==> config.mk <==
export PLATFORM = sky130hd
export DESIGN_NAME = i2c_slave_regs
export DESIGN_NICKNAME = d
export VERILOG_FILES = /design/src/rtl/i2c_slave_regs.sv
export SDC_FILE = /design/constraint.sdc
export NUM_CORES = 1
export LEC_CHECK = 0
export CAP_MARGIN = 40
export CORE_MARGIN = 2
export CORE_UTILIZATION = 36
export CTS_CLUSTER_SIZE = 16
export DETAILED_ROUTE_END_ITERATION = 16
export GPL_ROUTABILITY_DRIVEN = 0
export PLACE_DENSITY_LB_ADDON = 0.08
export SETUP_SLACK_MARGIN = 0.3
export SYNTH_ARGS = -nofsm -noshare
export SYNTH_HDL_FRONTEND = slang
export SYNTH_SLANG_ARGS = --single-unit
export TNS_END_PERCENT = 100
==> constraint.sdc <==
create_clock -name wb_clk_i -period 2.5 [get_ports wb_clk_i]
set_input_delay 0.375 -clock wb_clk_i [delete_from_list [all_inputs] [get_ports wb_clk_i]]
set_output_delay 0.375 -clock wb_clk_i [all_outputs]
set_load 0.01 [all_outputs]
==> src/rtl/i2c_slave_regs.sv <==
// I2C target with a 2^ADDR_W byte register file, auto-incrementing pointer
// and a local write strobe for every received data byte.
module i2c_slave_regs #(
  parameter logic [6:0]  SLAVE_ADDR = 7'h2,
  parameter int unsigned ADDR_W     = 4
) (
  input  logic              wb_clk_i,
  input  logic              rst_ni,
  input  logic              scl_pad_i,
  input  logic              sda_pad_i,
  output logic              sda_pad_o,
  output logic              sda_padoen_o,
  input  logic [ADDR_W-1:0] host_adr_i,
  output logic [7:0]        host_dat_o,
  output logic              wr_stb_o,
  output logic [ADDR_W-1:0] wr_adr_o,
  output logic [7:0]        wr_dat_o,
  output logic              busy_o
);

  localparam int unsigned NREGS = 2 ** ADDR_W;

  typedef enum logic [3:0] {
    IDLE, ADDR, ADDR_ACK, PTR, PTR_ACK, WDATA, WDATA_ACK, RDATA, RACK, IGNORE
  } state_e;

  state_e            state_q, state_d;
  logic              scl_s1_q, scl_s2_q, scl_h_q;
  logic              sda_s1_q, sda_s2_q, sda_h_q;
  logic [2:0]        cnt_q, cnt_d;
  logic [7:0]        shift_q, shift_d;
  logic [ADDR_W-1:0] ptr_q, ptr_d;
  logic              oen_q, oen_d;
  logic              rw_q, rw_d;
  logic              busy_q, busy_d;
  logic              acked_q, acked_d;
  logic              stb_q, stb_d;
  logic [ADDR_W-1:0] wadr_q, wadr_d;
  logic [7:0]        wdat_q, wdat_d;
  logic              we_c;
  logic [7:0]        regs_q [NREGS];

  logic              scl_rise_c, scl_fall_c, start_c, stop_c;
  logic [7:0]        byte_c, rd_byte_c;
  logic [ADDR_W-1:0] ptr_inc_c;

  // Two-stage synchronizers plus one history stage; idle bus level is high
  always_ff @(posedge wb_clk_i) begin
    if (!rst_ni) begin
      scl_s1_q <= 1'b1; scl_s2_q <= 1'b1; scl_h_q <= 1'b1;
      sda_s1_q <= 1'b1; sda_s2_q <= 1'b1; sda_h_q <= 1'b1;
    end else begin
      scl_s1_q <= scl_pad_i; scl_s2_q <= scl_s1_q; scl_h_q <= scl_s2_q;
      sda_s1_q <= sda_pad_i; sda_s2_q <= sda_s1_q; sda_h_q <= sda_s2_q;
    end
  end

  assign scl_rise_c = scl_s2_q & ~scl_h_q;
  assign scl_fall_c = ~scl_s2_q & scl_h_q;
  assign start_c    = scl_s2_q & ~sda_s2_q & sda_h_q;
  assign stop_c     = scl_s2_q & sda_s2_q & ~sda_h_q;
  assign byte_c     = {shift_q[6:0], sda_s2_q};
  assign rd_byte_c  = regs_q[ptr_q];
  assign ptr_inc_c  = ptr_q + ADDR_W'(1);

  always_ff @(posedge wb_clk_i) begin
    if (!rst_ni) state_q <= IDLE;
    else         state_q <= state_d;
  end

  // Next-state and datapath; bus conditions override bit processing
  always_comb begin
    state_d = state_q;
    cnt_d   = cnt_q;
    shift_d = shift_q;
    ptr_d   = ptr_q;
    oen_d   = oen_q;
    rw_d    = rw_q;
    busy_d  = busy_q;
    acked_d = acked_q;
    stb_d   = 1'b0;
    wadr_d  = wadr_q;
    wdat_d  = wdat_q;
    we_c    = 1'b0;
    if (start_c) begin
      state_d = ADDR;
      cnt_d   = 3'd0;
      oen_d   = 1'b1;
      acked_d = 1'b0;
    end else if (stop_c) begin
      state_d = IDLE;
      cnt_d   = 3'd0;
      oen_d   = 1'b1;
      busy_d  = 1'b0;
      acked_d = 1'b0;
    end else begin
      case (state_q)
        ADDR, PTR, WDATA: begin
          if (scl_rise_c) begin
            shift_d = byte_c;
            cnt_d   = cnt_q + 3'(1);
            if (cnt_q == 3'd7) begin
              if (state_q == ADDR) begin
                if (byte_c[7:1] == SLAVE_ADDR && byte_c[7:1] != 7'd0) begin
                  state_d = ADDR_ACK;
                  rw_d    = byte_c[0];
                  busy_d  = 1'b1;
                end else begin
                  state_d = IGNORE;
                  busy_d  = 1'b0;
                end
              end else if (state_q == PTR) begin
                ptr_d   = byte_c[ADDR_W-1:0];
                state_d = PTR_ACK;
              end else begin
                we_c    = 1'b1;
                stb_d   = 1'b1;
                wadr_d  = ptr_q;
                wdat_d  = byte_c;
                ptr_d   = ptr_inc_c;
                state_d = WDATA_ACK;
              end
            end
          end
        end
        // First SCL fall starts the ACK pulse, the second ends it
        ADDR_ACK, PTR_ACK, WDATA_ACK: begin
          if (scl_fall_c) begin
            if (oen_q) begin
              oen_d = 1'b0;
            end else begin
              oen_d = 1'b1;
              cnt_d = 3'd0;
              if (state_q == ADDR_ACK && rw_q) begin
                shift_d = rd_byte_c;
                oen_d   = rd_byte_c[7];
                state_d = RDATA;
              end else if (state_q == ADDR_ACK) begin
                state_d = PTR;
              end else begin
                state_d = WDATA;
              end
            end
          end
        end
        RDATA: begin
          if (scl_fall_c) begin
            if (cnt_q == 3'd7) begin
              oen_d   = 1'b1;
              cnt_d   = 3'd0;
              state_d = RACK;
            end else begin
              oen_d   = shift_q[6];
              shift_d = {shift_q[6:0], 1'b1};
              cnt_d   = cnt_q + 3'(1);
            end
          end
        end
        // ACK seen on the rise; the next byte's MSB goes out on the following fall
        RACK: begin
          if (scl_rise_c) begin
            if (sda_s2_q) begin
              state_d = IGNORE;
            end else begin
              ptr_d   = ptr_inc_c;
              acked_d = 1'b1;
            end
          end else if (scl_fall_c && acked_q) begin
            acked_d = 1'b0;
            shift_d = rd_byte_c;
            oen_d   = rd_byte_c[7];
            cnt_d   = 3'd0;
            state_d = RDATA;
          end
        end
        default: begin
          oen_d = 1'b1;
        end
      endcase
    end
  end

  always_ff @(posedge wb_clk_i) begin
    if (!rst_ni) begin
      cnt_q   <= 3'd0;
      shift_q <= 8'h00;
      ptr_q   <= '0;
      oen_q   <= 1'b1;
      rw_q    <= 1'b0;
      busy_q  <= 1'b0;
      acked_q <= 1'b0;
      stb_q   <= 1'b0;
      wadr_q  <= '0;
      wdat_q  <= 8'h00;
    end else begin
      cnt_q   <= cnt_d;
      shift_q <= shift_d;
      ptr_q   <= ptr_d;
      oen_q   <= oen_d;
      rw_q    <= rw_d;
      busy_q  <= busy_d;
      acked_q <= acked_d;
      stb_q   <= stb_d;
      wadr_q  <= wadr_d;
      wdat_q  <= wdat_d;
    end
  end

  always_ff @(posedge wb_clk_i) begin
    if (!rst_ni) begin
      for (int unsigned i = 0; i < NREGS; i++) regs_q[i] <= 8'h00;
    end else if (we_c) begin
      regs_q[ptr_q] <= byte_c;
    end
  end

  assign sda_pad_o    = 1'b0;
  assign sda_padoen_o = oen_q;
  assign host_dat_o   = regs_q[host_adr_i];
  assign wr_stb_o     = stb_q;
  assign wr_adr_o     = wadr_q;
  assign wr_dat_o     = wdat_q;
  assign busy_o       = busy_q;

endmodule

Yosys cells after proc, flatten, opt, wreduce, memory -nomap -nowiden
Memories as Yosys holds them, arrays and structs flattened. A register that Yosys moved wholly into a read port is not among the register bits.
Index checks and enable logic that the tools add are counted.
Widths: inputs -> output; s select.
{"block": "op_classes", "mux": 74, "n_addsub": 2, "bitwise_logic": 16, "n_eq_ne": 34, "reduce_logical": 26}
{"operator": "$mux 4", "count": 20}
{"operator": "$mux 7", "count": 8}
{"operator": "$mux 1", "count": 30}
{"operator": "$ne 2x2->1 const B", "count": 14}
{"operator": "$pmux 7 s4", "count": 1}
{"operator": "$mux 3", "count": 9}
{"operator": "$ne 4x4->1 const B", "count": 6}
{"operator": "$reduce_and 7->1", "count": 3}
{"operator": "$reduce_and 9->1", "count": 2}
{"operator": "$eq 4x3->1 const B", "count": 4}
{"operator": "$pmux 4 s4", "count": 1}
{"operator": "$pmux 3 s4", "count": 1}
{"operator": "$reduce_bool 2->1", "count": 6}
{"operator": "$reduce_and 11->1", "count": 1}
{"operator": "$ne 5x5->1 const B", "count": 2}
{"operator": "$not 1->1", "count": 10}
{"operator": "$reduce_and 5->1", "count": 2}
{"operator": "$reduce_or 3->1", "count": 3}
{"operator": "$eq 4x2->1 const B", "count": 2}
{"operator": "$mux 8", "count": 1}
{"operator": "$pmux 4 s2", "count": 1}
{"operator": "$reduce_and 8->1", "count": 1}
{"operator": "$reduce_or 8->1", "count": 1}
{"operator": "$eq 7x2->1 const B", "count": 1}
{"operator": "14 further kinds", "count": 22}
{"block": "totals", "output_inout_bits": 24, "mem_count": 1, "reg_bits": 41, "ramBits": 128}
{"memory": "regs_q", "depth": 16, "width": 8, "rd": 2, "rd_clocked_by_memory_dff": 1, "wr": 16, "line_no": "41", "source": "logic [7:0] regs_q [NREGS];"}

Depth between registers and ports, before layout
Gate-level depths: netlist of run 1.
{"block": "depth", "depth_word": 13, "depth_mapped": 10, "ltp_nobuf": 7}

Least setup slack after synthesis of run 1
Ideal clock, no wire load.
{"block": "synth_path", "path_type": "register to register", "from": "register cnt_q[0]", "to": "memory regs_q[14][0] (enable)", "stages_incl_launch_ff": 10, "period_less_slack_ps": 2455, "n_path_buf": 2, "slack_ps": 45, "arrival_ps": 2121, "t_required_ps": 2166, "path_cell_list": "dfxtp_1 ha_1 ha_1 and3b_1 nand2_1 or3_1 buf_6 buf_12 nor3_4 nand2b_1"}
{"element": "start, declared", "line_no": "30", "source": "logic [2:0] cnt_q, cnt_d;"}
{"element": "start signal, assigned", "line_no": "196", "source": "cnt_q <= cnt_d;"}
{"element": "end, declared", "line_no": "41"}

==> flow_summary.rst, run 1 <==
.. list-table::
   :header-rows: 1

   * - Metric
     - Value
   * - Result of the run
     - completed
   * - Clk buf depth
     - 2
   * - Buffer type at the clock tree root
     - sky130_fd_sc_hd__clkbuf_16
   * - Maxcap violations
     - 0
   * - DIE AREA
     - 27600 sq um
   * - Origin of the worst min-delay path
     - sda_s1_q
   * - Hold endpoint
     - sda_s2_q
   * - Total setup violations reported at the end of the flow
     - 0
   * - Placed wire-length estimate after detailed placement
     - 20.5 mm
   * - Combined area of all synthesized cells
     - 9480 sq um
   * - Number of antenna violations at the first check in global routing
     - 0
   * - Number of flip-flops and latches in the synthesized netlist
     - 173
   * - Count of endpoints failing hold in the final timing report
     - 0
   * - Area leader, netlist
     - sky130_fd_sc_hd__edfxtp_1
   * - Core Region
     - 26000 sq um
   * - Overall power of the completed layout
     - 6.65 mW
   * - Floorplan die height
     - 166 microns
   * - Final clock skew
     - 0.00794 ns
   * - Clock transition at the registers of the reported paths
     - 0.07 ns
   * - Data arrival time of the worst path
     - 2.02 ns
   * - Launch point of the worst reg-to-reg path
     - cnt_q[1]
   * - Antenna cell count
     - 0
   * - Final std cells w/o fill
     - 1125
   * - Biggest fanout along the worst timing path
     - 2
   * - Drt first-iter violations
     - 602
   * - Average wire per cell in the routed design
     - 24.8 microns
   * - Total global-route track usage
     - 0.203
   * - Number of nets still failing antenna checks after routing
     - 0
   * - Async set or reset register ratio after synthesis
     - 0
   * - Horiz. Die Dim
     - 166 microns
   * - Seq. cell area
     - 4750 sq um
   * - First-pass iteration count of the detailed router
     - 5
   * - Number of hold buffers added after CTS
     - 0
   * - Number of global-route vias before repair
     - 6619
   * - Syn avg cell area
     - 13.2 sq um
   * - Achievable frequency
     - 0.417 GHz
   * - Worst reg-to-reg path cell count
     - 8
   * - Layout cell share with drive strength beyond 1
     - 0.347
   * - CP startpoint kind
     - register
   * - Syn. warnings
     - 0
   * - Level count of the clock H-tree
     - 4
   * - Synthesis-to-finish area growth
     - 22.0%
   * - Seq/Total Area, Yosys
     - 0.501
   * - Biggest area contributors in the synthesized netlist
     - sky130_fd_sc_hd__edfxtp_1 (41%), sky130_fd_sc_hd__mux4_2 (17%), sky130_fd_sc_hd__dfxtp_1 (9.5%), sky130_fd_sc_hd__and2_1 (8.6%), sky130_fd_sc_hd__nor3_4 (2.1%)
   * - Power density normalized to cell area
     - 575 nW/um^2
   * - Peak supply drop
     - 0.321 mV
   * - Post-Synthesis Net Count
     - 730
   * - Placed instance count
     - 1076
   * - Number of buffers created by CTS
     - 17
   * - Required time of the critical path
     - 2.12 ns
   * - Final number of max-transition violations
     - 0
   * - Via count
     - 6399
   * - Core utilization of the finished layout
     - 0.445
   * - Total number of nets in the final design
     - 791
   * - Yosys cell types
     - 71
   * - Post-route clock period utilization
     - 0.960
   * - Number of placed I/O pins
     - 32
   * - Time the worst path needs with I/O delays and setup
     - 2.40 ns
   * - Filler instances
     - 2358
   * - Top cell types by occurrence after synthesis
     - sky130_fd_sc_hd__and2_1 (130), sky130_fd_sc_hd__edfxtp_1 (128), sky130_fd_sc_hd__mux4_2 (72)
   * - Most numerous cell in the Yosys netlist
     - sky130_fd_sc_hd__and2_1
   * - Worst Setup Path Type
     - reg2out
   * - Global-route congestion overflow total
     - 0
   * - Number of placement rows
     - 59
   * - Starting density of the core
     - 0.365
   * - Global-route wire length before repair
     - 41.8 mm
   * - DRC errors left
     - 0
   * - Accumulated negative setup slack
     - 0 ns
   * - # port buffers
     - 30
   * - Worst-case headroom to the max-slew limit
     - 0.597
   * - Reg2Reg Capture Point
     - regs_q[4][0]
   * - Worst setup EP type
     - output pin
   * - Leakage component of the power
     - 4.05 nW
   * - EDFF count, synth
     - 128
   * - Measured slew at the worst slew-check pin
     - 0.599 ns
   * - Register-to-Register Setup Slack
     - 0.15 ns
   * - Synth top area share
     - 0.405
   * - Setup repair after global routing missed its margin
     - yes
   * - Num Clock Sinks
     - 173
   * - Hold Path Depth
     - 1
   * - Main flop type after synthesis
     - sky130_fd_sc_hd__edfxtp_1
   * - Overall routed net length
     - 27.9 mm
   * - Vias/cell
     - 5.69
   * - Post-synthesis cell count
     - 716
   * - Tightest Hold Check Type
     - reg2reg
   * - Combined area of the multi-input logic cells
     - 4650 sq um
   * - Clk_lat worst skew
     - 0.43 ns
   * - CTS tree
     - built
   * - Largest net degree at the start of global routing
     - 28
[area by class of cell]
type,count,area share
Multi-Input combinational cell,474,0.402
Clock inverter,14,0.0159
Clock buffer,18,0.0371
Inverter,8,0.00260
Tap cell,335,0.0362
Sequential cell,173,0.411
Timing Repair Buffer,103,0.0951
[what timing repair did]
action                                  CTS  global route
resized for setup                        53            51
pin swaps                                 3             2
setup buffers                             6             8
cloned                                    3             0
endpoints found under the setup margin  277           254
[how the worst max path moves through the flow]
stage / from / end / depth (start not counted)
after global routing: regs_q[12][3] / host_dat_o[3] / 3
final: regs_q[2][6] / host_dat_o[6] / 3
after CTS: regs_q[2][0] / host_dat_o[0] / 3
after detailed placement: host_adr_i[1] / host_dat_o[5] / 5
after floorplan: cnt_q[1] / regs_q[12][0] / 9
after global placement: host_adr_i[1] / host_dat_o[5] / 5
[report_power, final]
part	switching (mW)	internal, mW	leakage (nW)
logic	0.305	0.278	2.12
clock network	1.22	1.60	0.286
registers	0.0808	3.17	1.65
total	1.61	5.04	4.05
[placed cells by master (no fill, tap or decap), types with 10 or more instances in the layout]
master	instances
sky130_fd_sc_hd__o21ai_0	14
sky130_fd_sc_hd__mux4_2	72
sky130_fd_sc_hd__mux2i_1	13
sky130_fd_sc_hd__clkbuf_16	17
sky130_fd_sc_hd__and2_4	22
sky130_fd_sc_hd__nand4_1	10
sky130_fd_sc_hd__nand2_1	41
sky130_fd_sc_hd__edfxtp_1	128
sky130_fd_sc_hd__nor2_1	11
sky130_fd_sc_hd__buf_4	42
sky130_fd_sc_hd__nand2b_1	13
sky130_fd_sc_hd__nand2b_4	16
sky130_fd_sc_hd__clkdlybuf4s50_1	19
sky130_fd_sc_hd__buf_6	26
sky130_fd_sc_hd__a21oi_1	26
sky130_fd_sc_hd__nand3_1	10
sky130_fd_sc_hd__dfxtp_1	40
sky130_fd_sc_hd__and2_1	108
sky130_fd_sc_hd__nor3_4	12
[sequential cells by signal, summed over array words and instances (netlist names), 3 cells and up, named ones only]
register and count:
cnt_q 3, ptr_q 4, regs_q 128, shift_q 7, state_q 4, wr_adr_o 4
wr_dat_o 8
[layer usage]
metal  share of wire  vias up  GRT usage
li1                -     2832          -
met3           0.040       51     0.0324
met5               0        -          0
met2            0.49      186      0.336
met4           0.029        0     0.0742
met1            0.44     3330      0.272
[through the flow]
stage | setup WS, ns | instance area, sq um | hold slack [ns]
floorplan | 0.331 | 9640 | 0.386
global placement | -0.321 | 10500 | 0.395
detailed placement | -0.336 | 10500 | 0.403
CTS | 0.0794 | 11300 | 0.413
global route | 0.0705 | 11600 | 0.430
finish | 0.101 | 11600 | 0.411
[kinds of logic (layout without fill, tap and decap cells)]
family | count (synthesis) | count (layout) | synth area share
XOR/XNOR | 2 | 2 | 0.00264
buffers and inverters | 69 | 143 | 0.0372
AND/OR/NAND/NOR | 283 | 283 | 0.195
multiplexers | 87 | 87 | 0.187
other | 1 | 1 | 0.000396
flip-flops | 173 | 173 | 0.501
AO/OA/AOI/OAI | 94 | 94 | 0.0684
adder cells (fa/ha/maj) | 7 | 7 | 0.00898
[worst max-delay path, stage by stage, from the launching register on]
cell                       delay (ns)
sky130_fd_sc_hd__edfxtp_1        0.48
sky130_fd_sc_hd__mux4_2          0.49
sky130_fd_sc_hd__mux4_2          0.49
sky130_fd_sc_hd__buf_6           0.14
Note: power is estimated with default switching activity, not from simulation.
==> inputs of run 2 (changes only) <==
CORE_UTILIZATION = 45   (was 36)
==> run 2 against run 1 <==
Compared with the run above:
- core utilization rose by 10 points
- clock-buffer cell count is 1 higher
- sequential cell count stayed put
- cell area down 1.5%
- maximum frequency shrank 0.38%
- sequential power about the same
- combinational power is 2% lower
==> flow_summary.rst, run 2 (synthesized netlist as in run 1, its figures left out) <==
.. list-table::
   :header-rows: 1

   * - Metric
     - Value
   * - Num Clock Sinks
     - 173 (unchanged)
   * - Number of placed I/O pins
     - 32 (unchanged)
   * - DRC errors left
     - 0 (unchanged)
   * - Total number of nets in the final design
     - 795 (was 791)
   * - Maxcap violations
     - 0 (unchanged)
   * - Overall routed net length
     - 26.6 mm (was 27.9 mm)
   * - Worst setup EP type
     - output pin (unchanged)
   * - # port buffers
     - 30 (unchanged)
   * - Number of flip-flops under the largest register name
     - 128 (unchanged)
   * - Crit-path leading delay family
     - multiplexers (unchanged)
   * - Critical Path Source
     - regs_q[2][5] (was regs_q[2][6])
   * - Starting density of the core
     - 0.455 (was 0.365)
   * - Number of nets still failing antenna checks after routing
     - 0 (unchanged)
   * - Time the worst path needs with I/O delays and setup
     - 2.41 ns (was 2.40 ns)
   * - Biggest fanout along the worst timing path
     - 2 (unchanged)
   * - Core Region
     - 20800 sq um (was 26000 sq um)
   * - Total setup violations reported at the end of the flow
     - 0 (unchanged)
   * - Cell type of the slowest stage on the worst timing path
     - sky130_fd_sc_hd__mux4_2 (unchanged)
   * - Synthesis-to-finish area growth
     - 20.2% (was 22.0%)
   * - CTS tree
     - built (unchanged)
   * - Commonest non-fill, non-tap cells in the layout
     - sky130_fd_sc_hd__edfxtp_1 (128), sky130_fd_sc_hd__and2_1 (107), sky130_fd_sc_hd__mux4_2 (72) (was sky130_fd_sc_hd__edfxtp_1 (128), sky130_fd_sc_hd__and2_1 (108), sky130_fd_sc_hd__mux4_2 (72))
   * - Number of placement rows
     - 53 (was 59)
   * - Achievable frequency
     - 0.415 GHz (was 0.417 GHz)
   * - Result of the run
     - completed (unchanged)
   * - Global-route congestion overflow total
     - 0 (unchanged)
   * - Clk buf depth
     - 2 (unchanged)
   * - Number of antenna violations at the first check in global routing
     - 0 (unchanged)
   * - Count of endpoints failing hold in the final timing report
     - 0 (unchanged)
   * - Origin of the worst min-delay path
     - rst_ni (was sda_s1_q)
   * - Measured slew at the worst slew-check pin
     - 0.588 ns (was 0.599 ns)
   * - Floorplan die height
     - 149 microns (was 166 microns)
   * - Clock transition at the registers of the reported paths
     - 0.06 ns (was 0.07 ns)
   * - Setup repair after global routing missed its margin
     - yes (unchanged)
   * - Final clock skew
     - 0.0111 ns (was 0.00794 ns)
   * - CP startpoint kind
     - register (unchanged)
   * - Level count of the clock H-tree
     - 4 (unchanged)
   * - Number of global-route vias before repair
     - 6441 (was 6619)
   * - Post-route clock period utilization
     - 0.963 (was 0.960)
   * - Final number of max-transition violations
     - 0 (unchanged)
   * - Drt first-iter violations
     - 693 (was 602)
   * - Horiz. Die Dim
     - 149 microns (was 166 microns)
   * - Filler instances
     - 1747 (was 2358)
   * - Critical path, cell by cell
     - mux4_2, mux4_2, buf_6 (unchanged)
   * - Average wire per cell in the routed design
     - 24.9 microns (was 24.8 microns)
   * - First-pass iteration count of the detailed router
     - 5 (unchanged)
   * - Tightest Hold Check Type
     - in2reg (was reg2reg)
   * - Cell repeated most along the worst path
     - sky130_fd_sc_hd__mux4_2 (unchanged)
   * - Placed wire-length estimate after detailed placement
     - 19.1 mm (was 20.5 mm)
   * - Worst-case headroom to the max-slew limit
     - 0.607 (was 0.597)
   * - Total global-route track usage
     - 0.251 (was 0.203)
   * - Worst Setup Path Type
     - reg2out (unchanged)
   * - Power density normalized to cell area
     - 561 nW/um^2 (was 575 nW/um^2)
   * - Buffer type at the clock tree root
     - sky130_fd_sc_hd__clkbuf_16 (unchanged)
   * - Maximum single-stage delay on the critical path
     - 0.52 ns (was 0.49 ns)
   * - Global-route wire length before repair
     - 40.3 mm (was 41.8 mm)
   * - Via count
     - 6470 (was 6399)
   * - Leakage component of the power
     - 4.02 nW (was 4.05 nW)
   * - Largest net degree at the start of global routing
     - 32 (was 28)
   * - Register containing the most flip-flops in the final layout
     - regs_q (unchanged)
   * - Standard cell area after detailed placement
     - 10400 sq um (was 10500 sq um)
   * - Number of buffers created by CTS
     - 17 (unchanged)
   * - Antenna cell count
     - 0 (unchanged)
   * - Number of buffer and inverter stages on the critical path
     - 1 (unchanged)
   * - Data arrival time of the worst path
     - 2.03 ns (was 2.02 ns)
   * - Total non-filler cell area in the finished layout
     - 11400 sq um (was 11600 sq um)
   * - Required time of the critical path
     - 2.12 ns (about the same)
   * - Clk_lat worst skew
     - 0.43 ns (about the same)
   * - Peak supply drop
     - 0.430 mV (was 0.321 mV)
   * - DIE AREA
     - 22200 sq um (was 27600 sq um)
   * - Overall power of the completed layout
     - 6.39 mW (was 6.65 mW)
   * - Vias/cell
     - 6.05 (was 5.69)
   * - Most common library cell in the layout ignoring fill and taps
     - sky130_fd_sc_hd__edfxtp_1 (unchanged)
   * - Launch point of the worst reg-to-reg path
     - cnt_q[1] (unchanged)
   * - Layout cell share with drive strength beyond 1
     - 0.339 (was 0.347)
-- run 2: changes by cell type in the layout (fill, tap and decap cells not counted), sizes merged --
cell	change
clkinvlp	-3
clkinv	+6
bufbuf	-2
bufinv	-1
buf	+6
inv	-3
clkbuf	+1
-- run 2: final timing paths --
check,to,slack [ns],cells past startpoint
max,host_dat_o[5],0.09,3
min,scl_s2_q,0.27,2
max reg2reg,regs_q[7][0],0.14,9
min reg2reg,scl_s2_q,0.41,1
-- run 2: report_power, final --
part / total (mW) / switching, mW / internal, mW
logic: 0.572 / 0.302 / 0.270
registers: 3.24 / 0.0717 / 3.17
clock network: 2.57 / 1.11 / 1.46
total: 6.39 / 1.49 / 4.90
-- run 2: layer usage --
| metal | part of all wire | wire [microns] | vias up | track usage |
|---|---|---|---|---|
| li1 | - | - | 2852 | - |
| met1 | 0.42 | 11200 | 3321 | 0.350 |
| met2 | 0.50 | 13300 | 250 | 0.404 |
| met3 | 0.053 | 1400 | 47 | 0.0358 |
| met4 | 0.027 | 718 | 0 | 0.0900 |
| met5 | 0 | 0 | - | 0 |
-- run 2: worst reg2reg max path: stages (launching register included) --
cell	delay, ns
sky130_fd_sc_hd__dfxtp_2	0.35
sky130_fd_sc_hd__ha_4	0.14
sky130_fd_sc_hd__ha_4	0.15
sky130_fd_sc_hd__and3b_1	0.19
sky130_fd_sc_hd__nand2_1	0.08
sky130_fd_sc_hd__or3_4	0.41
sky130_fd_sc_hd__buf_12	0.16
sky130_fd_sc_hd__buf_16	0.15
sky130_fd_sc_hd__nor3_4	0.13
sky130_fd_sc_hd__nand2b_4	0.29
-- run 2: final cells by class --
cell class / count / area (sq um) / area share
Timing Repair Buffer: 107 / 1070 / 0.0942
Multi-Input combinational cell: 474 / 4640 / 0.407
Inverter: 8 / 30.0 / 0.00263
Tap cell: 275 / 344 / 0.0302
Sequential cell: 173 / 4750 / 0.417
Clock inverter: 13 / 124 / 0.0109
Clock buffer: 19 / 433 / 0.0380
-- run 2: through the flow --
step / setup slack, ns / hold WS (ns) / cells / utilization / TNS [ns]
after global placement: -0.318 / 0.392 / 1017 / 0.501 / -2.43
after floorplan: 0.331 / 0.386 / 716 / - / 0
after global routing: 0.0532 / 0.287 / 1069 / 0.547 / 0
final: 0.0916 / 0.273 / 1069 / 0.547 / 0
after CTS: 0.103 / 0.266 / 1059 / 0.535 / 0
after detailed placement: -0.341 / 0.397 / 1017 / 0.501 / -2.52
-- run 2: timing repair --
item | CTS | global route
hold endpoints to repair | 0 | 0
gates cloned | 3 | 0
hold buffers | 0 | 0
pin swaps | 3 | 8
resized for setup | 46 | 46
buffers inserted | 7 | 10
setup endpoints to repair | 262 | 265
